**src/rtl/stopwatch_counter.sv**
```systemverilog
// -----------------------------------------------------------------------------
// stopwatch_counter
// Timekeeping core of the stopwatch. Divides the board clock into 1 Hz and
// 2 Hz tick pulses and keeps a minutes:seconds count from 00:00 to 59:59.
// Supports run/pause toggling from a debounced button and per-field adjust.
// It also produces a blink flag that the display driver uses to flash the
// field being adjusted.
//
// Ports:
//   clk   in   board clock, all logic on its rising edge
//   rst   in   synchronous active-high reset
//   pause in   debounced pause button level; each rising edge toggles run/pause
//   adj   in   1 = adjust mode (selected field steps at 2 Hz)
//   sel   in   adjust field select: 0 = minutes, 1 = seconds
//   min   out  minutes 0..59, registered
//   sec   out  seconds 0..59, registered
//   blink out  1 = blank the selected field; always 0 outside adjust mode
// -----------------------------------------------------------------------------
module stopwatch_counter #(
    parameter int DIV_1HZ = 100000000,
    parameter int DIV_2HZ = 50000000
) (
    input  logic       clk,
    input  logic       rst,
    input  logic       pause,
    input  logic       adj,
    input  logic       sel,
    output logic [5:0] min,
    output logic [5:0] sec,
    output logic       blink
);

    localparam int C1W = (DIV_1HZ > 2) ? $clog2(DIV_1HZ) : 1;
    localparam int C2W = (DIV_2HZ > 2) ? $clog2(DIV_2HZ) : 1;
    localparam logic [C1W-1:0] C1_LAST = C1W'(DIV_1HZ - 1);
    localparam logic [C2W-1:0] C2_LAST = C2W'(DIV_2HZ - 1);

    typedef enum logic [0:0] {
        ST_RUN    = 1'b0,
        ST_PAUSED = 1'b1
    } state_t;

    // Modulo-60 increment. Anything at or above 59 wraps, so an out-of-range
    // value can never persist.
    function automatic logic [5:0] inc60(input logic [5:0] v);
        logic [5:0] r;
        if (v >= 6'd59) begin
            r = 6'd0;
        end else begin
            r = v + 6'd1;
        end
        return r;
    endfunction

    logic [C1W-1:0] cnt1_q, cnt1_d;
    logic [C2W-1:0] cnt2_q, cnt2_d;
    logic           tick1_s, tick2_s;
    logic           pause_q;
    logic           pause_rise_s;
    state_t         state_q;
    logic [5:0]     min_q, min_d;
    logic [5:0]     sec_q, sec_d;
    logic           blink_q, blink_d;

    // Free-running dividers; a tick is the cycle the counter sits at its terminal value.
    always_comb begin
        tick1_s = (cnt1_q == C1_LAST);
        tick2_s = (cnt2_q == C2_LAST);
        if (tick1_s) begin
            cnt1_d = '0;
        end else begin
            cnt1_d = cnt1_q + C1W'(1);
        end
        if (tick2_s) begin
            cnt2_d = '0;
        end else begin
            cnt2_d = cnt2_q + C2W'(1);
        end
    end

    // Button edge detect against the previous-cycle sample.
    always_comb begin
        pause_rise_s = pause & ~pause_q;
    end

    // Time and blink next state. The count uses the pre-toggle run state, so a
    // tick on the same edge as a pause press is still honoured.
    always_comb begin
        min_d = min_q;
        sec_d = sec_q;
        if (state_q == ST_RUN) begin
            if (adj) begin
                // Adjust: only the selected field steps, no carry between fields.
                if (tick2_s) begin
                    if (sel) begin
                        sec_d = inc60(sec_q);
                    end else begin
                        min_d = inc60(min_q);
                    end
                end else begin
                    min_d = min_q;
                    sec_d = sec_q;
                end
            end else begin
                if (tick1_s) begin
                    sec_d = inc60(sec_q);
                    if (sec_q >= 6'd59) begin
                        min_d = inc60(min_q);
                    end else begin
                        min_d = min_q;
                    end
                end else begin
                    min_d = min_q;
                    sec_d = sec_q;
                end
            end
        end else begin
            min_d = min_q;
            sec_d = sec_q;
        end

        // Blink runs in adjust mode even while paused so the user sees the field.
        if (adj) begin
            if (tick2_s) begin
                blink_d = ~blink_q;
            end else begin
                blink_d = blink_q;
            end
        end else begin
            blink_d = 1'b0;
        end
    end

    // Run/pause FSM. The button sample keeps running through reset so a button
    // held across reset release is not mistaken for a fresh press.
    always_ff @(posedge clk) begin
        pause_q <= pause;
        if (rst) begin
            state_q <= ST_RUN;
        end else if (pause_rise_s) begin
            case (state_q)
                ST_RUN:    state_q <= ST_PAUSED;
                ST_PAUSED: state_q <= ST_RUN;
                default:   state_q <= ST_RUN;
            endcase
        end else begin
            state_q <= state_q;
        end
    end

    // Divider, time and blink registers.
    always_ff @(posedge clk) begin
        if (rst) begin
            cnt1_q  <= '0;
            cnt2_q  <= '0;
            min_q   <= 6'd0;
            sec_q   <= 6'd0;
            blink_q <= 1'b0;
        end else begin
            cnt1_q  <= cnt1_d;
            cnt2_q  <= cnt2_d;
            min_q   <= min_d;
            sec_q   <= sec_d;
            blink_q <= blink_d;
        end
    end

    assign min   = min_q;
    assign sec   = sec_q;
    assign blink = blink_q;

endmodule

```
**config.mk**
```make
export PLATFORM = sky130hd
export DESIGN_NAME = stopwatch_counter
export DESIGN_NICKNAME = d
export VERILOG_FILES = /design/src/rtl/stopwatch_counter.sv
export SDC_FILE = /design/constraint.sdc
export NUM_CORES = 1
export LEC_CHECK = 0
export ABC_AREA = 1
export BUFFER_PORTS_ARGS = -buffer_cell sky130_fd_sc_hd__buf_2
export CAP_MARGIN = 5
export CORE_MARGIN = 1
export CORE_UTILIZATION = 50
export CTS_CLUSTER_SIZE = 16
export DETAILED_ROUTE_END_ITERATION = 16
export PLACE_DENSITY_LB_ADDON = 0.1
export SKIP_CTS_REPAIR_TIMING = 1
export SLEW_MARGIN = 10
export SYNTH_ARGS = -nofsm -noshare
export SYNTH_HDL_FRONTEND = slang
export SYNTH_SLANG_ARGS = --single-unit
```
**constraint.sdc**
```tcl
create_clock -name clk -period 2.2 [get_ports clk]
set_clock_uncertainty 0.15 [all_clocks]
set_input_delay 0.11 -clock clk [delete_from_list [all_inputs] [get_ports clk]]
set_output_delay 0.11 -clock clk [all_outputs]
set_load 0.02 [all_outputs]
```
==> results.yml, run 1 <==
placement:
  gp_congestion: 0.855
  place_hpwl_um: 5240
  port_buffers: 17
  dp_slack_ps: 333
status:
  status: "finished clean"
die:
  core_mm2: 0.00683
  die_height_um: 86.2
  die_area_mm2: 0.00743
  die_w_um: 86.2
  ios: 18
  initial_core_util: 0.519
  rows: 30
pwr:
  powerDensity_mw_per_mm2: 626
  p_leak_nw: 1.45
  vdd_drop_max_uv: 411
sta:
  tns_ps: 0
  setup_ws_ps: 284
  fin_crit_sh: 0.871
  hold_violations: 0
  final-setup-viol-count: 0
  timing.hold.ws_ps: 186
  rsz0062_at_grt: "false"
  tightest_slew_ps: 517
  timing.fmax_ghz: 0.522
  slew_headroom: 0.651
  min_period_ps: 1920
  slew_violations: 0
yosys:
  ys_warn_count: 0
  synthCells: 521
  syn_area_per_cell_um2: 6.80
  ys_seq_area_frac: 0.384
  syn_nets: 530
  netlist_area_mm2: 0.00354
  ys_types: 35
  ys_ff_latch: 68
worst_setup_path:
  cp.arrival_ps: 2040
  r2r_slack_ps: 280
  critPathLaunchType: "register"
  cp_max_fo: 12
  end_kind: "register"
  critPathRequiredTime_ps: 2320
  path_class: "reg2reg"
  r2r_cells: 11
  r2r_start: "cnt2_q[0]"
  r2r_end: "min[3]"
clock_tree:
  cts_tree: "done"
  cts.sinks: 68
  clockBufferDepth: 2
  cts_buffers: 9
  cts_max_level: 3
  clk_latency_ps: 340
  cts.clk_slew.worst_paths_ps: 70
  root_buffer: "clkbuf_8"
drt:
  drtPass1Iterations: 4
  routed_wl_um: 7250
  vias_per_cell: 4.93
  ant_nets: 0
  vias: 3198
  drc: 0
  wl_per_cell_um: 11.2
  drt_iter0_markers: 149
global_routing:
  grt_pass1_wl_um: 12600
  grt_pass1_vias: 2909
  antenna_found_initial: 0
  grt_start_max_net_pins: 22
  grt_usage: 0.213
  busiest_layer: "met2"
  grtUsageMet3: 0.0629
  met1_usage: 0.270
  use_met2: 0.352
  grt_overflow: 0
hold_path:
  holdPathStages: 6
  hp-class: "in2reg"
  hp-start: "sel"
  holdPathEnd: "sec[0]"
final_layout:
  areaGrowthSynthToFinish_pct: 12.0
  antenna_cells: 0
  drive_gt1_frac: 0.114
  num-nets-final: 557
  fillers: 640
run:
  drv_cap: 0
==> area by class of cell <==
| class | instances | area (um^2) | area share |
|---|---|---|---|
| clock buffer | 12 | 145 | 0.0365 |
| clock inverter | 4 | 72.6 | 0.0183 |
| inverter | 66 | 248 | 0.0624 |
| multi-input combinational | 380 | 1890 | 0.475 |
| sequential | 68 | 1360 | 0.343 |
| tap | 96 | 120 | 0.0302 |
| timing repair buffer | 23 | 138 | 0.0347 |
==> state kept, by name, summed over array words and instances, names as in the netlist <==
register	count
blink	1
cnt1_q	27
cnt2_q	26
min	6
pause_q	1
sec	6
state_q	1
==> cells by family after synthesis <==
family,share of synthesized area
buffers and inverters,0.0837
adder cells (fa/ha/maj),0.0141
XOR/XNOR,0.0395
flip-flops,0.384
AO/OA/AOI/OAI,0.0879
AND/OR/NAND/NOR,0.391
==> Yosys cell counts <==
library cell    n  area share
dfxtp_1        68        0.38
a211oi_1        2      0.0042
nand3b_1        1      0.0021
inv_1          64       0.068
nor3_4          1      0.0046
nand3_2         1      0.0028
a21oi_1        38       0.054
buf_4           1      0.0021
nor2_4          5       0.016
inv_2           2      0.0021
and2_1          1      0.0018
buf_6           2      0.0064
xnor2_1         6       0.015
nor4b_1         1      0.0025
and3_1          1      0.0018
nor3_2          2      0.0056
nor2_1         81       0.086
nor2_2          7       0.012
ha_1            4       0.014
xor2_1         10       0.025
o21ai_0        13       0.018
o21ai_1         2      0.0028
buf_2           3      0.0042
nand2_2         7       0.012
o21a_1          2      0.0042
buf_1           1      0.0011
nor3_1         21       0.030
nor3b_1         7       0.015
nand4_1         7       0.012
nor4_1          2      0.0035
a21oi_4         1      0.0046
nand2_1       116        0.12
or2_2           3      0.0053
nand3_1        35       0.049
or2_0           3      0.0053
==> cells in the final DEF, fill, tap and decap left out, types with 2 or more instances in the layout <==
cell | netlist | layout
or2_2 | 3 | 3
nor3b_1 | 7 | 7
o21ai_1 | 2 | 2
nand3_1 | 35 | 35
buf_2 | 3 | 17
xor2_1 | 10 | 10
nand2_2 | 7 | 7
a21oi_1 | 38 | 38
nor4_1 | 2 | 2
o21ai_0 | 13 | 13
nor2_2 | 7 | 7
inv_1 | 64 | 64
inv_2 | 2 | 2
dlygate4sd3_1 | 0 | 3
ha_1 | 4 | 4
nand4_1 | 7 | 7
nor2_1 | 81 | 81
nor3_1 | 21 | 21
nand2_1 | 116 | 116
dfxtp_1 | 68 | 68
clkbuf_8 | 0 | 10
a211oi_1 | 2 | 2
or2_0 | 3 | 3
o21a_1 | 2 | 2
xnor2_1 | 6 | 6
bufinv_16 | 0 | 2
clkbuf_1 | 0 | 2
buf_4 | 1 | 3
nor3_2 | 2 | 2
nor2_4 | 5 | 5
==> per-layer routing <==
| layer | wire length [um] | vias up |
|---|---|---|
| met2 | 3400 | 50 |
| met3 | 285 | 6 |
| met4 | 53 | 0 |
| li1 | - | 1719 |
| met5 | 0 | - |
| met1 | 3510 | 1423 |
==> critical path: stages, from the launching register on <==
cell     delay (ps)
dfxtp_1         350
ha_1            170
nand2_1         100
nor2_4          170
nand2_1          90
nor2_2          100
nand2_2         100
a21oi_4         310
nand3_1         110
nand2_1          80
inv_1            40
nor2_1           90
==> how the worst max path moves through the flow <==
stage                    from    endpoint  slack, ps  cells past startpoint
floorplan              sec[0]      min[2]        450                      9
global placement    cnt1_q[0]  cnt1_q[11]        370                     10
detailed placement  cnt2_q[0]      min[3]        330                     11
CTS                 cnt2_q[0]      min[3]        290                     11
global route        cnt2_q[0]      min[3]         80                     11
finish              cnt2_q[0]      min[3]        280                     11
==> where the power goes <==
part	internal (mW)	switching [mW]	total [mW]
clock network	0.668	0.459	1.13
logic	0.0360	0.0633	0.0994
registers	1.25	0.0131	1.26
==> per-stage QoR <==
step                      instance area [um^2]  cells  total power [mW]   util
after floorplan                           3540    521              1.36      -
after global placement                    3720    630              1.38  0.545
after detailed placement                  3720    630              1.38  0.545
after CTS                                 3940    646              2.52  0.577
after global routing                      3970    649              2.58  0.581
final                                     3970    649              2.49  0.581
No activity file was read; power rests on OpenSTA's default activity.
==> run 2: changes to the inputs <==
--- a/config.mk
+++ b/config.mk
@@ -5,7 +5,6 @@
 export SDC_FILE = /design/constraint.sdc
 export NUM_CORES = 1
 export LEC_CHECK = 0
-export ABC_AREA = 1
 export BUFFER_PORTS_ARGS = -buffer_cell sky130_fd_sc_hd__buf_2
 export CAP_MARGIN = 5
 export CORE_MARGIN = 1
@@ -14,7 +13,6 @@
 export DETAILED_ROUTE_END_ITERATION = 16
 export PLACE_DENSITY_LB_ADDON = 0.1
 export SKIP_CTS_REPAIR_TIMING = 1
-export SLEW_MARGIN = 10
 export SYNTH_ARGS = -nofsm -noshare
 export SYNTH_HDL_FRONTEND = slang
 export SYNTH_SLANG_ARGS = --single-unit
==> results.yml, run 2 <==
status:
  status: "finished with violations"
  violations: "setup timing"
final_layout:
  layout_common_cells: "nor2_1, dfxtp_1, buf_4"
  drive_gt1_frac: 0.252
  top_regs: "cnt1_q x27, cnt2_q x26"
  areaGrowthSynthToFinish_pct: 26.0
  fillers: 550
  num-nets-final: 464
  largest_reg_flops: 27
  final_cell_area_mm2: 0.00415
  layout_commonest_cell: "nor2_1"
  utilization: 0.653
  regMostFlops: "cnt1_q"
  antenna_cells: 0
sta:
  slew_headroom: 0.665
  final-setup-viol-count: 1
  min_period_ps: 2210
  timing.hold.ws_ps: 27.6
  tightest_slew_ps: 497
  hold_violations: 0
  setup_ws_ps: -14.1
  fin_crit_sh: 1.01
  slew_violations: 0
  rsz0062_at_grt: "true"
  timing.fmax_ghz: 0.452
pwr:
  p_clk_frac: 0.473
  comb_power_share: 0.038
  internal_power_mw: 2.04
  vdd_drop_max_uv: 397
  swShare: 0.206
  p_sw_uw: 529
  p_leak_nw: 1.49
  seqPwrFrac: 0.489
  power_mw: 2.57
  powerDensity_mw_per_mm2: 620
global_routing:
  grt_start_max_net_pins: 27
  grt_usage: 0.213
  antenna_found_initial: 0
  grt_overflow: 0
  grt_pass1_vias: 2618
  grt_pass1_wl_um: 11900
yosys:
  synth_common_cells: "dfxtp_1, nor2_1, xnor2_1"
  synth_top_area_cell: "dfxtp_1"
  ys.flop_type: "dfxtp_1"
  synthCells: 392
  ys_seq_area_frac: 0.413
  synth_edf_count: 0
  syn_area_per_cell_um2: 8.40
  netlist_area_mm2: 0.00329
  synth_area_leaders: "dfxtp_1, xnor2_1, nor2_1"
  ys_types: 49
  yosysMostFrequentCell: "dfxtp_1"
  syn_nets: 401
  ys_warn_count: 0
  synth_top_area_share: 0.413
  ys_async_sr_fraction: 0
  ys_ff_latch: 68
worst_setup_path:
  cp.arrival_ps: 2340
  path_class: "reg2reg"
  crit_end: "min[5]"
  cp_max_fo: 2
  critPathLaunchType: "register"
  critPathRequiredTime_ps: 2320
  r2r_cells: 5
  r2r_start: "cnt2_q[23]"
  startpoint: "cnt2_q[23]"
  r2r_end: "min[5]"
  r2r_slack_ps: -10
  end_kind: "register"
hold_path:
  holdPathStages: 2
  hp-class: "in2reg"
placement:
  port_buffers: 17
  dpl_cell_area_mm2: 0.00381
  dp_slack_ps: -10.1
  place_hpwl_um: 5060
  gp_congestion: 0.795
drt:
  drtPass1Iterations: 8
  vias: 2871
  routed_wl_um: 7060
  ant_nets: 0
  vias_per_cell: 5.35
  drc: 0
  wl_per_cell_um: 13.1
  drt_iter0_markers: 106
die:
  die_w_um: 83.2
  rows: 29
  die_area_mm2: 0.00691
  core_mm2: 0.00635
  initial_core_util: 0.519
  ios: 18
  die_height_um: 83.2
clock_tree:
  cts_max_level: 3
  clk_latency_ps: 340
  cts_buffers: 9
  clockBufferDepth: 2
  cts_tree: "done"
  root_buffer: "clkbuf_8"
  cts.clk_slew.worst_paths_ps: 80
  cts.sinks: 68
run:
  drv_cap: 0
run 2: worst min-delay path by stage:
stage,from,endpoint,slack (ps)
after global placement,pause,pause_q,70
after detailed placement,pause,pause_q,80
after global routing,rst,cnt1_q[6],30
final,rst,state_q,30
after CTS,pause,pause_q,-280
after floorplan,pause,pause_q,-10
run 2: per-layer routing:
layer	vias to the layer above	GRT usage	wire (um)
li1	1499	-	-
met3	9	0.0388	221
met1	1311	0.290	3510
met2	52	0.335	3230
met4	0	0.0846	91
met5	-	0	0
run 2: stage by stage:
step,instances,setup TNS [ps]
global route,537,-112
global placement,518,0
detailed placement,518,-10.1
CTS,534,-36.3
floorplan,392,-11.5
finish,537,-14.1
run 2: cell type report:
class | instances | area, um^2 | area share
clock buffers | 12 | 135 | 0.0326
clock inverters | 4 | 97.6 | 0.0235
inverters | 15 | 56.3 | 0.0136
multi-input cells | 295 | 1900 | 0.458
flip-flops and latches | 68 | 1380 | 0.332
well taps | 77 | 96.3 | 0.0232
repair buffers | 66 | 487 | 0.117
run 2: logic make-up (layout without fill, tap and decap cells):
kind of cell,count (synthesis),after routing,synth area share
DFF,68,68,0.413
AOI/OAI and AO/OA,36,36,0.0760
and+or+nand+nor,206,206,0.332
xor gates and xnor gates,49,49,0.130
buffers and inverters,29,97,0.0334
adders and majority gates,4,4,0.0152
run 2: power groups by stage:
stage / Combinational [mW] / Sequential, mW / Clock [mW]
6_report: 0.0973 / 1.26 / 1.22
5_1_grt: 0.112 / 1.26 / 1.31
4_1_cts: 0.0940 / 1.26 / 1.25
3_5_place_dp: 0.0935 / 1.29 / 0
3_3_place_gp: 0.0920 / 1.29 / 0
2_1_floorplan: 0.0464 / 1.29 / 0
run 2: critical path, cell delays in order, from the launching register on:
cell	delay, ps
dfxtp_2	330
nand4_1	130
or4_4	580
or3b_4	420
a2111o_1	380
a211oi_2	170
==> run 3: changes to the inputs <==
--- a/config.mk
+++ b/config.mk
@@ -8,9 +8,10 @@
 export BUFFER_PORTS_ARGS = -buffer_cell sky130_fd_sc_hd__buf_2
 export CAP_MARGIN = 5
 export CORE_MARGIN = 1
-export CORE_UTILIZATION = 50
+export CORE_UTILIZATION = 30
 export CTS_CLUSTER_SIZE = 16
 export DETAILED_ROUTE_END_ITERATION = 16
+export HOLD_SLACK_MARGIN = 0.08
 export PLACE_DENSITY_LB_ADDON = 0.1
 export SKIP_CTS_REPAIR_TIMING = 1
 export SYNTH_ARGS = -nofsm -noshare
==> results.yml, run 3 (synthesized netlist as in run 2, its figures left out) <==
status:
  status: "finished with violations"
  violations: "setup timing"
final_layout:
  top_regs: "cnt1_q x27, cnt2_q x26"
  fillers: 1094
  drive_gt1_frac: 0.262
  final_cell_area_mm2: 0.00423
  layout_common_cells: "nor2_1, dfxtp_1, buf_4"
  antenna_cells: 0
  num-nets-final: 477
  areaGrowthSynthToFinish_pct: 28.6
  largest_reg_flops: 27
  final-instance-count-excl-fill: 605
  layout_commonest_cell: "nor2_1"
  utilization: 0.405
  regMostFlops: "cnt1_q"
clock_tree:
  cts_tree: "done"
  root_buffer: "clkbuf_8"
  cts_buffers: 9
  cts.clk_slew.worst_paths_ps: 70
  cts_max_level: 3
  clockBufferDepth: 2
  clk_latency_ps: 350
  cts.sinks: 68
pwr:
  p_clk_frac: 0.389
  internal_power_mw: 1.71
  p_sw_uw: 515
  comb_power_share: 0.046
  power_mw: 2.23
  p_leak_nw: 1.52
  vdd_drop_max_uv: 200
  swShare: 0.231
  powerDensity_mw_per_mm2: 526
  seqPwrFrac: 0.566
drt:
  met2WireLength_um: 3150
  vias: 2899
  routed_wl_um: 7660
  ant_nets: 0
  wl_met3_um: 223
  vias_per_cell: 4.79
  drc: 0
  drtPass1Iterations: 4
  wirelength_met1_um: 4150
  top_layer: "met4"
  wl_per_cell_um: 12.7
  drt_iter0_markers: 111
sta:
  slew_violations: 0
  rsz0062_at_grt: "true"
  timing.hold.ws_ps: 195
  timing.fmax_ghz: 0.448
  tightest_slew_ps: 512
  slew_headroom: 0.655
  setup_ws_ps: -34.0
  hold_violations: 0
  fin_crit_sh: 1.02
  tns_ps: -34.0
  final-setup-viol-count: 1
  min_period_ps: 2230
worst_setup_path:
  r2r_start: "cnt2_q[23]"
  crit_buf_inv: 0
  critPathTopFamily: "simple AND/OR/NAND/NOR gates"
  r2r_slack_ps: -30
  cp.arrival_ps: 2360
  cp_max_fo: 2
  crit_path_top_delay_cell: "or4_4"
  crit_cells: 5
  end_kind: "register"
  r2r_cells: 5
  critPathRequiredTime_ps: 2320
  r2r_end: "min[5]"
  max_stage_delay_ps: 580
  critPathLaunchType: "register"
  path_class: "reg2reg"
  crit_chain: "nand4_1 > or4_4 > or3b_4 > a2111o_1 > a211oi_2"
die:
  rows: 37
  die_area_mm2: 0.0114
  core_mm2: 0.0105
  die_w_um: 107
  ios: 18
  initial_core_util: 0.315
  die_height_um: 107
placement:
  place_hpwl_um: 5600
  dp_slack_ps: -63.4
  port_buffers: 17
  dpl_cell_area_mm2: 0.00396
  gp_congestion: 0.769
  dpl.cell_count: 587
global_routing:
  grt_start_max_net_pins: 27
  grt_usage: 0.146
  grt_pass1_wl_um: 13100
  grt_overflow: 0
  grt_pass1_vias: 2731
  antenna_found_initial: 0
hold_path:
  hp-class: "in2reg"
  holdPathStages: 5
  hp-start: "sel"
  holdPathEnd: "sec[4]"
run:
  drv_cap: 0
==> run 3: worst max path at each step <==
stage                    start      to
floorplan           cnt2_q[20]  min[5]
global route        cnt2_q[23]  min[5]
finish              cnt2_q[23]  min[5]
CTS                 cnt2_q[14]  min[5]
detailed placement  cnt2_q[14]  min[5]
global placement    cnt2_q[14]  min[5]
==> run 3: power groups by stage <==
| stage | logic [mW] | registers [mW] | clock network [mW] |
|---|---|---|---|
| 2_1_floorplan | 0.0464 | 1.29 | 0 |
| 6_report | 0.102 | 1.26 | 0.865 |
| 5_1_grt | 0.117 | 1.26 | 0.952 |
| 3_5_place_dp | 0.0979 | 1.28 | 0 |
| 3_3_place_gp | 0.0970 | 1.28 | 0 |
| 4_1_cts | 0.0985 | 1.26 | 0.902 |
==> run 3: routing by layer <==
metal | global-route usage | vias up
li1 | - | 1527
met1 | 0.213 | 1330
met2 | 0.203 | 30
met3 | 0.0261 | 12
met4 | 0.0763 | 0
met5 | 0 | -
==> run 3: tightest hold or removal path: stages <==
cell and delay (ps):
buf_2 100, nand2_1 50, nor4_1 190, a211o_1 140
a21oi_1 50
==> run 3: final cells by class <==
class | instances | area, um^2 | share of cell area
clock buffer | 12 | 145 | 0.0343
sequential | 68 | 1380 | 0.325
inverter | 15 | 56.3 | 0.0133
multi-input combinational | 295 | 1900 | 0.448
tap | 136 | 170 | 0.0402
timing repair buffer | 79 | 591 | 0.139
